[src/rtl/rob_pkg.sv]
// Shared types for the reorder buffer: dispatch payload, free-register return
// and the per-entry record held in the ROB.
package rob_pkg;

  localparam int ROB_DEPTH = 16;
  localparam int PREG_W    = 6;
  localparam int PC_W      = 32;

  typedef struct packed {
    logic [PREG_W-1:0] rd;
    logic [PREG_W-1:0] rd_old;
    logic [PC_W-1:0]   pc;
  } dispatchStruct;

  typedef struct packed {
    logic              valid;
    logic [PREG_W-1:0] reg_addr;
  } freeRegStruct;

  typedef struct packed {
    logic              valid;
    logic              done;
    logic [PREG_W-1:0] rd;
    logic [PREG_W-1:0] rd_old;
    logic [PC_W-1:0]   pc;
  } robEntryStruct;

endpackage

[src/rtl/rob_retire_sel.sv]
// Picks up to two in-order retirements from the head of the ROB and forms the
// matching free-register requests (physical register 0 is never freed).
module rob_retire_sel
  import rob_pkg::*;
#(
  parameter int DEPTH = ROB_DEPTH,
  parameter int TAG_W = $clog2(DEPTH)
) (
  input  logic [TAG_W-1:0]  i_head,
  input  logic [TAG_W-1:0]  i_head1,
  input  logic [DEPTH-1:0]  i_valid,
  input  logic [DEPTH-1:0]  i_done,
  input  logic [PREG_W-1:0] i_rd_old [DEPTH],
  output logic              o_retire0,
  output logic              o_retire1,
  output logic              o_free_valid_a,
  output logic              o_free_valid_b,
  output logic [PREG_W-1:0] o_free_addr_a,
  output logic [PREG_W-1:0] o_free_addr_b
);

  logic [PREG_W-1:0] w_old0;
  logic [PREG_W-1:0] w_old1;

  assign w_old0 = i_rd_old[i_head];
  assign w_old1 = i_rd_old[i_head1];

  assign o_retire0 = i_valid[i_head] && i_done[i_head];
  assign o_retire1 = o_retire0 && i_valid[i_head1] && i_done[i_head1];

  // Ports stay positional: a zero rd_old in slot 0 does not shift slot 1 down.
  assign o_free_valid_a = o_retire0 && (w_old0 != '0);
  assign o_free_valid_b = o_retire1 && (w_old1 != '0);
  assign o_free_addr_a  = o_retire0 ? w_old0 : '0;
  assign o_free_addr_b  = o_retire1 ? w_old1 : '0;

endmodule

[src/rtl/rob.sv]
// Dual-issue reorder buffer: allocates two tags per cycle, marks entries done on
// completion broadcasts and retires up to two done entries per cycle in order.
module rob
  import rob_pkg::*;
#(
  parameter int DEPTH = ROB_DEPTH,
  parameter int TAG_W = $clog2(DEPTH)
) (
  input  logic             clk,
  input  logic             reset_n,
  input  dispatchStruct    dispatch_a,
  input  dispatchStruct    dispatch_b,
  input  logic             alloc_valid_a,
  input  logic             alloc_valid_b,
  output logic             rob_stall,
  output logic [TAG_W-1:0] rob_tag_a,
  output logic [TAG_W-1:0] rob_tag_b,
  input  logic             cmpl_valid_a,
  input  logic             cmpl_valid_b,
  input  logic [TAG_W-1:0] cmpl_tag_a,
  input  logic [TAG_W-1:0] cmpl_tag_b,
  output freeRegStruct     freeReg_a,
  output freeRegStruct     freeReg_b,
  output logic [1:0]       retire_cnt,
  output logic             rob_empty
);

  robEntryStruct r_entries [DEPTH];
  logic [TAG_W-1:0] r_head;
  logic [TAG_W-1:0] r_tail;
  logic [TAG_W:0]   r_count;

  logic [DEPTH-1:0]  w_valid;
  logic [DEPTH-1:0]  w_done;
  logic [PREG_W-1:0] w_rd_old [DEPTH];
  logic [TAG_W-1:0]  w_head1;
  logic              w_alloc_a;
  logic              w_alloc_b;
  logic [1:0]        w_n_alloc;
  logic [1:0]        w_n_retire;
  logic              w_retire0;
  logic              w_retire1;
  logic              w_free_valid_a;
  logic              w_free_valid_b;
  logic [PREG_W-1:0] w_free_addr_a;
  logic [PREG_W-1:0] w_free_addr_b;

  always_comb begin
    for (int i = 0; i < DEPTH; i++) begin
      w_valid[i]  = r_entries[i].valid;
      w_done[i]   = r_entries[i].done;
      w_rd_old[i] = r_entries[i].rd_old;
    end
  end

  // Stall looks only at the registered count, not at this cycle's retirements.
  assign rob_stall = r_count > (TAG_W+1)'(DEPTH - 2);
  assign rob_empty = (r_count == '0);
  assign rob_tag_a = r_tail;
  assign rob_tag_b = r_tail + TAG_W'(alloc_valid_a);
  assign w_head1   = r_head + TAG_W'(1);

  assign w_alloc_a  = alloc_valid_a && !rob_stall;
  assign w_alloc_b  = alloc_valid_b && !rob_stall;
  assign w_n_alloc  = {1'b0, w_alloc_a} + {1'b0, w_alloc_b};
  assign w_n_retire = {1'b0, w_retire0} + {1'b0, w_retire1};

  rob_retire_sel #(
    .DEPTH (DEPTH),
    .TAG_W (TAG_W)
  ) u_retire_sel (
    .i_head         (r_head),
    .i_head1        (w_head1),
    .i_valid        (w_valid),
    .i_done         (w_done),
    .i_rd_old       (w_rd_old),
    .o_retire0      (w_retire0),
    .o_retire1      (w_retire1),
    .o_free_valid_a (w_free_valid_a),
    .o_free_valid_b (w_free_valid_b),
    .o_free_addr_a  (w_free_addr_a),
    .o_free_addr_b  (w_free_addr_b)
  );

  // Allocation, completion and retirement always touch disjoint entries, so their order here is free.
  always_ff @(posedge clk or negedge reset_n) begin
    if (!reset_n) begin
      for (int i = 0; i < DEPTH; i++) begin
        r_entries[i] <= '0;
      end
    end else begin
      if (w_alloc_a) begin
        r_entries[rob_tag_a] <= '{valid: 1'b1, done: 1'b0, rd: dispatch_a.rd,
                                  rd_old: dispatch_a.rd_old, pc: dispatch_a.pc};
      end
      if (w_alloc_b) begin
        r_entries[rob_tag_b] <= '{valid: 1'b1, done: 1'b0, rd: dispatch_b.rd,
                                  rd_old: dispatch_b.rd_old, pc: dispatch_b.pc};
      end
      if (cmpl_valid_a && r_entries[cmpl_tag_a].valid) begin
        r_entries[cmpl_tag_a].done <= 1'b1;
      end
      if (cmpl_valid_b && r_entries[cmpl_tag_b].valid) begin
        r_entries[cmpl_tag_b].done <= 1'b1;
      end
      if (w_retire0) begin
        r_entries[r_head].valid <= 1'b0;
        r_entries[r_head].done  <= 1'b0;
      end
      if (w_retire1) begin
        r_entries[w_head1].valid <= 1'b0;
        r_entries[w_head1].done  <= 1'b0;
      end
    end
  end

  always_ff @(posedge clk or negedge reset_n) begin
    if (!reset_n) begin
      r_head     <= '0;
      r_tail     <= '0;
      r_count    <= '0;
      freeReg_a  <= '0;
      freeReg_b  <= '0;
      retire_cnt <= '0;
    end else begin
      r_head     <= r_head + TAG_W'(w_n_retire);
      r_tail     <= r_tail + TAG_W'(w_n_alloc);
      r_count    <= r_count + (TAG_W+1)'(w_n_alloc) - (TAG_W+1)'(w_n_retire);
      freeReg_a  <= '{valid: w_free_valid_a, reg_addr: w_free_addr_a};
      freeReg_b  <= '{valid: w_free_valid_b, reg_addr: w_free_addr_b};
      retire_cnt <= w_n_retire;
    end
  end

  a_cmpl_a_live: assert property (@(posedge clk) disable iff (!reset_n)
    cmpl_valid_a |-> r_entries[cmpl_tag_a].valid);
  a_cmpl_b_live: assert property (@(posedge clk) disable iff (!reset_n)
    cmpl_valid_b |-> r_entries[cmpl_tag_b].valid);

endmodule
[config.mk]
export PLATFORM = sky130hd
export DESIGN_NAME = rob
export DESIGN_NICKNAME = d
export VERILOG_FILES = /design/src/rtl/rob_pkg.sv /design/src/rtl/rob_retire_sel.sv /design/src/rtl/rob.sv
export SDC_FILE = /design/constraint.sdc
export NUM_CORES = 1
export LEC_CHECK = 0
export ABC_AREA = 1
export CORE_MARGIN = 8
export CORE_UTILIZATION = 45
export CTS_BUF_LIST = sky130_fd_sc_hd__clkbuf_4
export DETAILED_ROUTE_END_ITERATION = 7
export PLACE_DENSITY = 0.66
export REMOVE_ABC_BUFFERS = 1
export SYNTH_ARGS = -nofsm -noshare
export SYNTH_HDL_FRONTEND = slang
export SYNTH_SLANG_ARGS = --single-unit
[constraint.sdc]
create_clock -name clk -period 6.9 [get_ports clk]
set_input_delay 1.035 -clock clk [delete_from_list [all_inputs] [get_ports clk]]
set_output_delay 1.035 -clock clk [all_outputs]
set_load 0.05 [all_outputs]
==> flow_metrics.env <==
export IMPL_syn_to_final_growth_pct=6.982
export IMPL_required_ns=7.42
export IMPL_portBuffers=51
export IMPL_power_density_nw_per_um2=522.9
export IMPL_placed_area_um2=11370
export IMPL_p_leak_nw=5.801
export IMPL_grt_ovfl_total=0
export IMPL_slew_headroom=0.2057
export IMPL_die_width_um=171.5
export IMPL_clkSlewWorstSetupHoldPaths_ns=0.15
export IMPL_wire_per_inst_um=19.28
export IMPL_crit_fanout=106
export IMPL_final_area_um2=11640
export IMPL_core_um2=24030
export IMPL_netlist_instances=1658
export IMPL_startpoint_type="flop"
export IMPL_cts_buffers=17
export IMPL_worst_slack_ns=1.562
export IMPL_ys_ff_latch=157
export IMPL_root_buffer="clkbuf_4"
export IMPL_rsz0062_at_grt="false"
export IMPL_outcome="complete, no violations"
export IMPL_grt_pass1_vias=10173
export IMPL_vias=11244
export IMPL_critPathArrivalTime_ns=5.86
export IMPL_cts_sinks=157
export IMPL_yosysWarningCount=0
export IMPL_fin_worst_skew_ns=0.02601
export IMPL_end_kind="flop"
export IMPL_grt_max_degree=107
export IMPL_crit_type="flop to flop"
export IMPL_grt_usage=0.2632
export IMPL_final_layout_size_suffix_gt1_frac=0.03684
export IMPL_synth_top_area_cell="dfrtp_1"
export IMPL_place_ws_ns=1.744
export IMPL_start_util=0.4526
export IMPL_remaining_drc_errors=0
export IMPL_io_pins=128
export IMPL_antenna_found_initial=1
export IMPL_fin_nets=1770
export IMPL_final_cells=1981
export IMPL_finalHoldViolations=0
export IMPL_grt_pass1_wl_um=58970
export IMPL_wl_um=38200
export IMPL_fin_crit_ns=5.338
export IMPL_hpwl_um=26470
export IMPL_place_gp_congestion=0.9721
export IMPL_synth_area_top_cells="dfrtp_1 36%, nand2_1 16%, nand3_1 7.1%"
export IMPL_setup_viol=0
export IMPL_worst_pin_slew_ns=1.187
export IMPL_placed_cells=1948
export IMPL_fmax_ghz=0.1873
export IMPL_firstDrtPassIters=6
export IMPL_ant_nets=0
export IMPL_vdd_drop_max_mv=0.5161
export IMPL_synth_top_cell_area_share=0.3612
export IMPL_htree_num_levels=4
export IMPL_syn_avg_cell_area_um2=6.561
export IMPL_rows=57
export IMPL_holdBufCountCts=0
export IMPL_fillers=2447
export IMPL_post_cts_buffers=0
export IMPL_clk_latency_ns=0.59
export IMPL_hold_ws_ns=0.4750
export IMPL_cts_resized=0
export IMPL_yosysSeqAreaShare=0.3612
export IMPL_final_common_cell="nand2_1"
export IMPL_die_h_um=171.5
export IMPL_fp_dieArea_um2=29400
export IMPL_synth_distinct_cells=30
export IMPL_avgViaCountPerCell=5.676
export IMPL_hold_path_class="input port to asynchronous set/reset pin"
export IMPL_maxCapViolCount=0
export IMPL_synthesis_area_um2=10880
export IMPL_min_period_over_period=0.7736
export IMPL_dr_first_iter_drc_count=1554
export IMPL_cts_tree="yes"
export IMPL_ctsLongestPathBuffers=2
export IMPL_final_cell_mix="472 x nand2_1, 190 x nor2_1, 169 x inv_1"
export IMPL_slew_violations=0
==> stage by stage <==
step           utilization  power, W  setup TNS (ns)
6_report            0.4842  0.006085               0
2_1_floorplan            -  0.004279          -3.382
4_1_cts             0.4841  0.006006               0
3_5_place_dp        0.4729  0.005440               0
3_3_place_gp        0.4729  0.005363               0
5_1_grt             0.4842  0.006637               0
==> flip-flops by register name, summed over array words and instances, names as in the netlist <==
register,flops
r_entries,128
freeReg_a,7
r_head,4
r_count,5
freeReg_b,7
rob_tag_a,4
retire_cnt,2
==> cell type report <==
class | instances | area, µm² | area share
Antenna cell | 1 | 2.502 | 0.0002150
Timing Repair Buffer | 58 | 564.3 | 0.04849
Clock inverter | 15 | 141.4 | 0.01215
Clock buffer | 17 | 127.6 | 0.01097
Tap cell | 324 | 405.4 | 0.03484
Inverter | 181 | 679.4 | 0.05838
Sequential cell | 157 | 3933 | 0.3379
Multi-Input combinational cell | 1228 | 5784 | 0.4970
==> power by group <==
part           total [W]  leakage (nW)  internal, W  switching, W
clock           0.000554         0.129     0.000183      0.000371
combinational    0.00378          3.77      0.00120       0.00258
sequential       0.00175          1.90      0.00135      0.000399
total            0.00608          5.80      0.00274       0.00335
==> routing by layer <==
layer,track usage,part of all wire
met1,0.3639,0.42
met2,0.3934,0.43
met5,0,0
met3,0.06885,0.12
met4,0.08809,0.027
==> critical path: stages, from the launching register on <==
cell     delay, ns
dfrtp_4       0.72
buf_4         0.84
nor2_1        0.08
nor2_1        0.11
o21ai_0       0.09
nand2_1       0.14
nand2_1       0.06
nand2_1       0.11
nor2_2        0.05
nor2_4        0.64
nand2_1       0.48
inv_1         0.21
ha_1          0.29
ha_1          0.29
inv_1         0.04
ha_1          0.19
fa_1          0.40
a21oi_1       0.15
nor2_1        0.05
nor2_1        0.11
xnor2_1       0.12
==> cells by family after synthesis <==
| kind of cell | count (synthesis) | synth area share |
|---|---|---|
| AO/OA/AOI/OAI | 326 | 0.1656 |
| buffers and inverters | 273 | 0.1071 |
| AND/OR/NAND/NOR | 866 | 0.3271 |
| flip-flops | 157 | 0.3612 |
| XOR/XNOR | 11 | 0.008857 |
| adder cells (fa/ha/maj) | 25 | 0.03014 |
==> synthesized netlist by cell type (all sizes together) <==
cell type,number
buf,66
o211ai,50
o22ai,9
a31oi,25
ha,23
and3,1
o21ai,156
nor2,200
fa,2
nor3b,1
a21oi,85
nand2,473
clkinv,2
nand3,154
clkbuf,26
xor2,8
o21bai,1
nand4,16
xnor2,3
nor3,21
inv,179
dfrtp,157
==> path summary, 6_finish.rpt <==
kind                             from        endpoint  slack (ns)  depth (start not counted)
max in group asynchronous     reset_n  r_entries[355]        4.94                          2
setup / recovery            r_head[0]      r_count[4]        1.56                         20
min in group clk           r_count[0]      r_count[0]        0.54                          1
hold / removal                reset_n   r_entries[78]        0.47                          1
setup reg to reg            r_head[0]      r_count[4]        1.56                         20
hold reg to reg            r_count[0]      r_count[0]        0.54                          1
(Power assumes the default switching activity.)
